`src/rtl/key_debounce_pkg.sv`:
```
// Shared types and sizing helpers for the key debounce bank.
package key_debounce_pkg;

    typedef enum logic [1:0] {
        UP    = 2'd0,
        DB_DN = 2'd1,
        DOWN  = 2'd2,
        DB_UP = 2'd3
    } kstate_t;

    localparam int DCNT_W = 8;

    // Clock cycles per 1 ms tick; never below one so tiny test clocks still tick.
    function automatic int tick_div(input int clk_hz);
        return (clk_hz / 1000 < 1) ? 1 : clk_hz / 1000;
    endfunction

    // Bits needed to hold 0..max_val (at least one).
    function automatic int cnt_w(input int max_val);
        return (max_val < 2) ? 1 : $clog2(max_val + 1);
    endfunction

endpackage

```
`src/rtl/key_debounce_channel.sv`:
```
// One key: 2-FF synchroniser, debounce FSM, long-press counter; all outputs registered.
module key_debounce_channel
    import key_debounce_pkg::*;
#(
    parameter int DEBOUNCE_MS = 10,
    parameter int LONG_MS     = 1000,
    parameter int ACTIVE_LOW  = 1
) (
    input  logic CLK,
    input  logic RSTn,
    input  logic tick,
    input  logic key_in,
    output logic key_level,
    output logic press_pulse,
    output logic release_pulse,
    output logic long_pulse
);

    localparam logic              REL   = (ACTIVE_LOW != 0);
    localparam logic [DCNT_W-1:0] DEB_V = DCNT_W'(DEBOUNCE_MS);

    logic [1:0]        sync_q;
    logic              kp;
    kstate_t           state;
    logic [DCNT_W-1:0] dcnt;
    logic              press_acc;
    logic              down_tick;

    always_ff @(posedge CLK or negedge RSTn) begin
        if (!RSTn) sync_q <= {2{REL}};
        else       sync_q <= {sync_q[0], key_in};
    end

    assign kp = sync_q[1] ^ REL;

    // A kp change always takes priority over a coincident tick.
    assign press_acc = (state == DB_DN) && kp && tick && (dcnt == DEB_V - 1'b1);
    assign down_tick = (state == DOWN) && kp && tick;

    always_ff @(posedge CLK or negedge RSTn) begin
        if (!RSTn) begin
            state         <= UP;
            dcnt          <= '0;
            key_level     <= 1'b0;
            press_pulse   <= 1'b0;
            release_pulse <= 1'b0;
        end else begin
            press_pulse   <= 1'b0;
            release_pulse <= 1'b0;
            case (state)
                UP: begin
                    if (kp) begin
                        state <= DB_DN;
                        dcnt  <= '0;
                    end
                end
                DB_DN: begin
                    if (!kp) begin
                        state <= UP;
                    end else if (tick) begin
                        dcnt <= dcnt + 1'b1;
                        if (dcnt == DEB_V - 1'b1) begin
                            state       <= DOWN;
                            key_level   <= 1'b1;
                            press_pulse <= 1'b1;
                        end
                    end
                end
                DOWN: begin
                    if (!kp) begin
                        state <= DB_UP;
                        dcnt  <= '0;
                    end
                end
                DB_UP: begin
                    if (kp) begin
                        state <= DOWN;
                    end else if (tick) begin
                        dcnt <= dcnt + 1'b1;
                        if (dcnt == DEB_V - 1'b1) begin
                            state         <= UP;
                            key_level     <= 1'b0;
                            release_pulse <= 1'b1;
                        end
                    end
                end
                default: state <= UP;
            endcase
        end
    end

    generate
        if (LONG_MS > 0) begin : g_long
            localparam int            LW     = cnt_w(LONG_MS);
            localparam logic [LW-1:0] LONG_V = LW'(LONG_MS);
            logic [LW-1:0] lcnt;

            // Hold time survives rejected release glitches; only a new press clears it.
            always_ff @(posedge CLK or negedge RSTn) begin
                if (!RSTn) begin
                    lcnt       <= '0;
                    long_pulse <= 1'b0;
                end else begin
                    long_pulse <= 1'b0;
                    if (press_acc) begin
                        lcnt <= '0;
                    end else if (down_tick && lcnt != LONG_V) begin
                        lcnt <= lcnt + 1'b1;
                        if (lcnt == LONG_V - 1'b1) long_pulse <= 1'b1;
                    end
                end
            end
        end else begin : g_nolong
            assign long_pulse = 1'b0;
        end
    endgenerate

endmodule

```
`src/rtl/key_debounce_bank.sv`:
```
// N-channel key debouncer: shared 1 ms prescaler feeding one debounce channel per key.
module key_debounce_bank
    import key_debounce_pkg::*;
#(
    parameter int N_KEYS      = 4,
    parameter int CLK_HZ      = 50_000_000,
    parameter int DEBOUNCE_MS = 10,
    parameter int LONG_MS     = 1000,
    parameter int ACTIVE_LOW  = 1
) (
    input  logic              CLK,
    input  logic              RSTn,
    input  logic [N_KEYS-1:0] key_in,
    output logic [N_KEYS-1:0] key_level,
    output logic [N_KEYS-1:0] press_pulse,
    output logic [N_KEYS-1:0] release_pulse,
    output logic [N_KEYS-1:0] long_pulse
);

    localparam int            DIV   = tick_div(CLK_HZ);
    localparam int            PW    = cnt_w(DIV - 1);
    localparam logic [PW-1:0] LAST  = PW'(DIV - 1);

    logic [PW-1:0] pcnt;
    logic          tick;

    // Free-running; channels never restart it, hence the partial first tick.
    always_ff @(posedge CLK or negedge RSTn) begin
        if (!RSTn)             pcnt <= '0;
        else if (pcnt == LAST) pcnt <= '0;
        else                   pcnt <= pcnt + 1'b1;
    end

    assign tick = (pcnt == LAST);

    generate
        for (genvar i = 0; i < N_KEYS; i++) begin : g_ch
            key_debounce_channel #(
                .DEBOUNCE_MS (DEBOUNCE_MS),
                .LONG_MS     (LONG_MS),
                .ACTIVE_LOW  (ACTIVE_LOW)
            ) u_ch (
                .CLK           (CLK),
                .RSTn          (RSTn),
                .tick          (tick),
                .key_in        (key_in[i]),
                .key_level     (key_level[i]),
                .press_pulse   (press_pulse[i]),
                .release_pulse (release_pulse[i]),
                .long_pulse    (long_pulse[i])
            );
        end
    endgenerate

endmodule
```
`config.mk`:
```
export PLATFORM = sky130hd
export DESIGN_NAME = key_debounce_bank
export DESIGN_NICKNAME = d
export VERILOG_FILES = /design/src/rtl/key_debounce_pkg.sv /design/src/rtl/key_debounce_channel.sv /design/src/rtl/key_debounce_bank.sv
export SDC_FILE = /design/constraint.sdc
export NUM_CORES = 1
export LEC_CHECK = 0
export CELL_PAD_IN_SITES_DETAIL_PLACEMENT = 1
export CELL_PAD_IN_SITES_GLOBAL_PLACEMENT = 1
export CORE_AREA = 5 5 136 138
export DETAILED_ROUTE_END_ITERATION = 16
export DIE_AREA = 0 0 141 143
export PLACE_DENSITY = 0.65
export SYNTH_ARGS = -nofsm -noshare
export SYNTH_HDL_FRONTEND = slang
export SYNTH_SLANG_ARGS = --single-unit
```
`constraint.sdc`:
```
create_clock -name CLK -period 2.6 [get_ports CLK]
set_clock_uncertainty 0.05 [all_clocks]
set_input_delay 0.52 -clock CLK [delete_from_list [all_inputs] [get_ports CLK]]
set_output_delay 0.52 -clock CLK [all_outputs]
set_load 0.1 [all_outputs]
```
---- Word level (Yosys, flattened, before mapping) ----
Cells that the tools add are included.
storage, ports and cells
  output and inout bits ................... 16
  latch bits .............................. 0
  ROM bits ................................ 0
  logic and storage cells ................. 300
  memories ................................ 0
  flip-flop bits (word level) ............. 120
  bits of input ports ..................... 6
  bits in writable memories ............... 0
cells by class
  divide/modulo/power cells ............... 0
  bitwise gates (word level) .............. 4
  reductions and logical operators ........ 48
  mux-type cells .......................... 133
  $lt $le $gt $ge ......................... 0
  equality and inequality tests ........... 73
  $mul .................................... 0
  shift operators ......................... 0
  add/sub/neg operators ................... 9
operators by type and width
  cell                                                                      number
  8-bit two-way mux                                                         20
  8-bit case mux with 4 select lines                                        4
  10-bit two-way mux                                                        8
  2-bit two-way mux                                                         32
  1-bit two-way mux                                                         60
  10-bit by 1-bit adder with 10-bit output (second input constant)          4
  10-bit equality test (second input constant)                              4
  10-bit inequality test (second input constant)                            4
  2-bit inequality test (second input constant)                             18
  8-bit by 1-bit adder with 8-bit output (second input constant)            4
  8-bit by 4-bit equality test with 1-bit output (second input constant)    4
  2-bit case mux with 4 select lines                                        4
  2-bit by 1-bit inequality test with 1-bit output (second input constant)  14
  7-bit AND reduction                                                       4
  1-bit logical AND                                                         24
  3-bit by 2-bit inequality test with 1-bit output (second input constant)  8
  6-bit AND reduction                                                       4
  3-bit inequality test (second input constant)                             7
  16-bit by 1-bit adder with 16-bit output (second input constant)          1
  16-bit equality test (second input constant)                              1
  2-bit equality test (second input constant)                               8
  16-bit two-way mux                                                        1
  4-bit AND reduction                                                       4
  2-bit nonzero test                                                        8
  5 further kinds                                                           17

---- Depth between registers and ports, before layout ----
Gate-level depths: netlist of the first run.
  depth after elaboration ................. 6
  depth in mapped cells ................... 8
  depth with buffers taken out ............ 6

---- Cells and area by module ----
A second synthesis of the first run with hierarchy kept.
unflattened totals
  cells, all modules ...................... 583
  area, all modules ....................... 6155.9 um2
by module, submodules not included
  module                                    cells an instance  area an instance (um2)  seq. area each (um2)  times used
  key_debounce_channel at g_ch[1].u_ch ...  128                1353.8                  653.1                 2
  key_debounce_channel at g_ch[3].u_ch      130                1348.8                  653.1                 1
  key_debounce_channel at g_ch[0].u_ch      130                1337.5                  653.1                 1
  key_debounce_bank                         67                 762.0                   400.4                 1

---- Worst setup path before layout of the first run ----
Ideal clock, no wire load.
  path kind ............................... register -> register
  start point ............................. reg pcnt[0]
  end point ............................... reg (tool-made name)
  arrival time ............................ 1.940 ns
  stages on the path, launching flop included .. 8
  path slack .............................. 0.486 ns
  clock period less this slack ............ 2.114 ns
  setup time .............................. 0.125 ns
  buffers on the path ..................... 2
  data required time ...................... 2.425 ns
  cell sequence ........................... dfrtp_1 -> ha_1 -> and3_1 -> buf_4 -> nand4_4 -> buf_2 -> nor2_1 -> mux2_2
RTL lines
  element                 line                     text
  start, declared         key_debounce_bank.sv:24  logic [PW-1:0] pcnt;
  start signal, assigned  key_debounce_bank.sv:31  else pcnt <= pcnt + 1'b1;

---- Worst setup path in the final report of the first run ----
  start point ............................. reg pcnt[0]
  end point ............................... reg g_ch[1].u_ch.g_long.lcnt[1]
between the ends
  longest elaborated chain between the ends .. 4
  elaborated cells on any way between the ends .. 7
  classes of those cells .................. eq/ne (1); mux (1); reduce/logical (5)
ends and longest elaborated chain
  element                                                          line                                                     text
  16-bit equality test (*)                                         key_debounce_bank.sv:34                                  assign tick = (pcnt == LAST);
  1-bit logical AND, on equally long branches                      key_debounce_channel.sv:37, key_debounce_channel.sv:38
  1-bit logical AND, on equally long branches                      key_debounce_channel.sv:37, key_debounce_channel.sv:107
  10-bit two-way mux / 2-bit nonzero test (equally long branches)  n/a
  end signal, assigned                                             key_debounce_channel.sv:108                              lcnt <= lcnt + 1'b1;
  end, declared                                                    key_debounce_channel.sv:96                               logic [LW-1:0] lcnt;
Every way passes the cells marked *; elsewhere a longest branch is shown, timed or not.
A chain may end at the register's enable or synchronous reset.

==> run metrics, run 1 <==
DP Worst Slack=0.176 ns; crit path time final=between 2 and 2.5 ns; Num CTS Buffers=17; Iter 0 DRT Violations=349; power per cell area=between 500 and 600 nW/um2; Max Cap Viol=0; setup TNS=0 ns; antenna violations before repair=0; dominant cells by area after synthesis=dfrtp_1, nand4_1, ha_1, dfstp_2, nand2_1; Clock Latency Late Sink=a little over 0.4 ns; Port-buffer cells=21; ANT cells=0; delay-heaviest family, CP=simple AND/OR/NAND/NOR gates; total gr overflow=0; Global Route Usage Sum=between 10% and 20%; wire per inst=18.0 um; Avg Cell Area, Syn=between 9 and 10 um2; register area share after synthesis=between 40 and 50%; TritonRoute pass-1 iters=4; max incr delay on CP=about 0.54 ns; EDFF count, synth=0; clk slew on worst S/H paths=about 0.060 ns; Placer Congestion=0.782; Netlist cell types=60; H-tree Lvls=4; # rows=48; CP bufs+invs=1; status=finished clean; Main synth FF type=dfrtp_1; Final Slew Violations=0; ANT nets after route=0; Max VDD drop=between 0.4 and 0.5 mV; area growth from synthesis to layout=14.6%; FFs w/ async S/R, synth=100%; Yosys top cell area share=around two fifths; fmax=423 MHz; flops & latches, synth=120; RSZ-0062 raised after global routing=no; DR vias/cell=5.83; hold buffers post-CTS=0; final hold violations=0; worst setup margin=roughly 0.23 ns; Core Area=~17000 um2; Critical-path top delay cell=nor4_4; worst slew pin tran=0.807 ns; Remaining DRCs=0; mapped cell area=~6700 um2; Startpoint Class=flop; Mapped Cells=around 680; YS warnings=0; Clock Path Buffers=2; post-route clock period utilization=between 90 and 100%; Leak=between 3 and 4 nW; share of post-route cells with drive strength above 1=13.2%; area leader, netlist=dfrtp_1; Die Wd=approximately 140 um; Hold Crit Class=in2async; largest net degree at the start of global routing=between 50 and 60; CTS resizes=0; Pwr Total=between 4 and 5 mW; DPL Wire Length=between 10000 and 15000 um; hold_ws=around 0.033 ns; Synth top cells by count=dfrtp_1, nand2_1, a21oi_1, nand3_1, nand4_1; reg2reg start=pcnt[0]; WL final=between 15000 and 20000 um; Setup Buffers After CTS=0; slew margin rel.=45.5%; vias in the first global route=5681; Setup CP Type=reg2reg; CP arrival=between 2 and 3 ns; critical path endpoint category=flop; Final setup viols=0; Final Net Count=around 710; die height=around 140 um; CTS root buf=clkbuf_16; DIE AREA=around 20000 um2; WP data required=2.83 ns; Critical path origin=pcnt[0]; Ports=22; CP max FO=20; CTS tree=done; Vias=5413; global-route wire length before repair=just under 30000 um; Synth Net Count=slightly above 700; top-count cell post-synth=dfrtp_1; CTS Sinks=120; critical path, cell by cell=ha_1, and3_1, nand4_4, buf_12, nor4_4, o31ai_1; Starting Density=39.2%
-- where the power goes --
| group | switching [mW] | internal [mW] |
|---|---|---|
| Sequential | 0.0163 | 1.88 |
| Clock | 0.885 | 1.58 |
| Combinational | 0.0784 | 0.0326 |
-- layout by cell type, fill, tap and decap left out, types with 8 or more instances in the layout --
cell,n
o21ai_0,25
a21oi_1,38
nor3_1,20
and4_1,9
mux2i_1,14
dfstp_2,8
ha_1,17
clkbuf_16,17
o311ai_0,9
nor2_1,31
nand2_1,51
nand3_1,37
nand4_1,36
xnor2_1,10
or3_1,20
and3_1,18
inv_1,27
or4_1,15
xor2_1,9
o31ai_1,20
o211ai_1,9
dfrtp_1,112
buf_4,33
-- registers in the layout, indices dropped and copies added (netlist names), named ones only --
register and flops:
g_ch.u_ch.g_long.lcnt 40, g_ch.u_ch.dcnt 32, pcnt 16, g_ch.u_ch.sync_q 8
g_ch.u_ch.key_level 4, g_ch.u_ch.long_pulse 4, g_ch.u_ch.press_pulse 4, g_ch.u_ch.release_pulse 4
g_ch.u_ch.state 4
-- through the flow --
step                cell area, um2  cells  util (%)
global placement              7040    896      41.3
finish                        7660    928      44.9
detailed placement            7040    896      41.3
CTS                           7660    928      44.9
global route                  7660    928      44.9
floorplan                     6680    681         -
-- path summary, 6_finish.rpt --
check / depth (start not counted) / end / slack, ns
min reg2reg: 0 / g_ch[2].u_ch.sync_q[1] / 0.30
min: 1 / g_ch[3].u_ch.press_pulse / 0.03
min in group CLK: 0 / g_ch[2].u_ch.sync_q[1] / 0.30
max in group asynchronous: 2 / g_ch[3].u_ch.sync_q[0] / 1.73
max reg2reg: 6 / g_ch[1].u_ch.g_long.lcnt[1] / 0.23
max: 6 / g_ch[1].u_ch.g_long.lcnt[1] / 0.23
-- routing by layer --
layer | track usage [%] | part of all wire (%)
met2 | 29.3 | 50
met5 | 0 | 0
met3 | 4.59 | 2.8
met1 | 23.3 | 46
met4 | 5.35 | 1.1
-- cell families after synthesis --
family | after synthesis | share of synthesized area, %
and+or+nand+nor | 289 | 26.5
adders and majority gates | 17 | 3.18
xor gates and xnor gates | 19 | 2.49
buffers and inverters | 78 | 5.83
DFF | 120 | 45.1
muxes | 16 | 2.44
AOI/OAI and AO/OA | 142 | 14.4
-- layout make-up --
class                           count  area, um2
Fill cell                        1919       9400
Clock buffer                       20        467
Multi-Input combinational cell    483       3280
Clock inverter                     12        149
Tap cell                          225        282
Sequential cell                   120       3010
Timing Repair Buffer               41        368
Inverter                           27        101
Note: power is estimated with default switching activity, not from simulation.
==> run 2, diff against run 1 <==
CELL_PAD_IN_SITES_DETAIL_PLACEMENT = default   (was 1)
CELL_PAD_IN_SITES_GLOBAL_PLACEMENT = default   (was 1)
PLACE_DENSITY = 0.53   (was 0.65)
==> run metrics, run 2 (synthesis gave the netlist of run 1 again) <==
critical path, cell by cell=ha_1, and3_1, buf_4, and4_1, buf_4, o311ai_0, mux2i_1; Regs by FF count=g_ch.u_ch.g_long.lcnt (40), g_ch.u_ch.dcnt (32), pcnt (16); slew margin rel.=48.9% (+3.4 points); largest net degree at the start of global routing=82 (+46%); CTS tree=done; max FFs per register=40 (unchanged); share of post-route cells with drive strength above 1=12.6% (-0.68 points); Ports=22 (unchanged); critical path endpoint category=flop; WP data required=2.81 ns (-0.02 ns); Max VDD drop=0.462 mV (+5.5%); RSZ-0062 raised after global routing=no; DIE AREA=20200 um2 (unchanged); Final Slew Violations=0 (unchanged); worst slew pin tran=0.757 ns (-0.0500 ns); reg-to-reg slack, setup=0.27 ns (+0.04 ns); total gr overflow=0 (unchanged); ANT nets after route=0 (unchanged); Clock Latency Late Sink=0.41 ns (about the same); Max Cap Viol=0 (unchanged); Inst Count DP=894 (-0.22%); Global Route Usage Sum=15.4% (-2.4 points); commonest non-fill, non-tap cells in the layout=dfrtp_1, nand2_1, a21oi_1, nand3_1, nand4_1; setup TNS=0 ns (unchanged); Iter 0 DRT Violations=253 (-28%); Vias=5319 (-1.7%); fillers=1628 (-15%); Startpoint Class=flop; Placer Congestion=0.818 (+4.6%); CP max FO=9 (-55%); Setup Buffers After CTS=0 (unchanged); die height=143 um (unchanged); post-route clock period utilization=89.5% (-1.5 points); power per cell area=597 nW/um2 (+2.3%); Critical-path top delay cell=dfrtp_1; Reg with most FFs=g_ch.u_ch.g_long.lcnt; wire per inst=15.7 um (-13%); max incr delay on CP=0.40 ns (-0.14 ns); CTS resizes=0 (unchanged); Leak=3.16 nW (+0.55%); post-route cell area=7660 um2 (about the same); global-route wire length before repair=25500 um (-12%); status=finished clean; Num CTS Buffers=17 (unchanged); vias in the first global route=5308 (-6.6%); Cell Count, Final, Fillers Out=926 (-0.22%); TritonRoute pass-1 iters=4 (unchanged); Core Area=17100 um2 (unchanged); ANT cells=0 (unchanged); CTS Sinks=120 (unchanged); WL final=14500 um (-13%); Remaining DRCs=0 (unchanged); area growth from synthesis to layout=14.7% (about the same); Port-buffer cells=21 (unchanged); antenna violations before repair=0 (unchanged); Hold Crit Class=in2async; Final setup viols=0 (unchanged); Final Net Count=711 (-0.28%); Clock Path Buffers=2 (unchanged); # rows=48 (unchanged); hold buffers post-CTS=0 (unchanged); fmax=430 MHz (+1.6%); CTS root buf=clkbuf_16; CP most frequent cell=buf_4; DR vias/cell=5.74 (-1.5%); most common cell after layout, fill and taps aside=dfrtp_1; Setup CP Type=reg2reg; crit path time final=2.33 ns (-0.0383 ns); dpl cell area=7010 um2 (-0.39%); clk slew on worst S/H paths=0.06 ns (about the same); post-route core utilization=44.9% (about the same); Starting Density=39.2% (unchanged); DPL Wire Length=9600 um (-14%); Die Wd=141 um (unchanged); H-tree Lvls=4 (unchanged); CP arrival=2.53 ns (-0.06 ns); final hold violations=0 (unchanged)
[run 2: layout make-up]
class	count	area (um2)	share of cell area (%)
multi-input combinational	483	3280	42.8
sequential	120	3010	39.3
clock buffer	23	478	6.24
timing repair buffer	39	340	4.44
tap	225	282	3.67
clock inverter	9	170	2.22
inverter	27	101	1.32
[run 2: path summary, 6_finish.rpt]
kind                                              from                     endpoint  cells after the start
max in group asynchronous                         RSTn  g_ch[2].u_ch.g_long.lcnt[2]                      2
min in group CLK                g_ch[2].u_ch.sync_q[0]       g_ch[2].u_ch.sync_q[1]                      0
worst max register to register                 pcnt[0]  g_ch[2].u_ch.g_long.lcnt[1]                      7
worst min register to register  g_ch[2].u_ch.sync_q[0]       g_ch[2].u_ch.sync_q[1]                      0
worst min-delay path                              RSTn   g_ch[3].u_ch.release_pulse                      1
worst max-delay path                           pcnt[0]  g_ch[2].u_ch.g_long.lcnt[1]                      7
[run 2: routing by layer]
metal  share of wire (%)  GRT usage (%)  vias to the layer above
met5                   0              0                        -
met2                  49           25.6                       74
met3                 3.1           3.75                       10
li1                    -              -                     2589
met4                 1.0           4.90                        0
met1                  47           19.9                     2646
[run 2: where the power goes]
part | leakage (nW) | internal, mW | total (mW) | switching [mW]
logic | 1.22 | 0.0286 | 0.0974 | 0.0688
registers | 1.63 | 1.88 | 1.91 | 0.0205
clock network | 0.321 | 1.77 | 2.57 | 0.804
[run 2: critical path: cells and delay by family, from the launching register on]
family / cells / cell delay, ns
muxes: 1 / 0.20
adders and majority gates: 1 / 0.26
DFF: 1 / 0.40
AOI/OAI and AO/OA: 1 / 0.28
and+or+nand+nor: 2 / 0.58
buffers and inverters: 2 / 0.41
[run 2: metrics by stage]
step,power (mW),setup slack [ns],hold WS [ns]
after detailed placement,2.04,0.245,0.297
final,4.58,0.272,0.0396
after global routing,4.75,0.0715,0.0840
after floorplan,1.97,0.486,0.174
after global placement,2.04,0.309,0.295
after CTS,4.65,0.240,0.0498
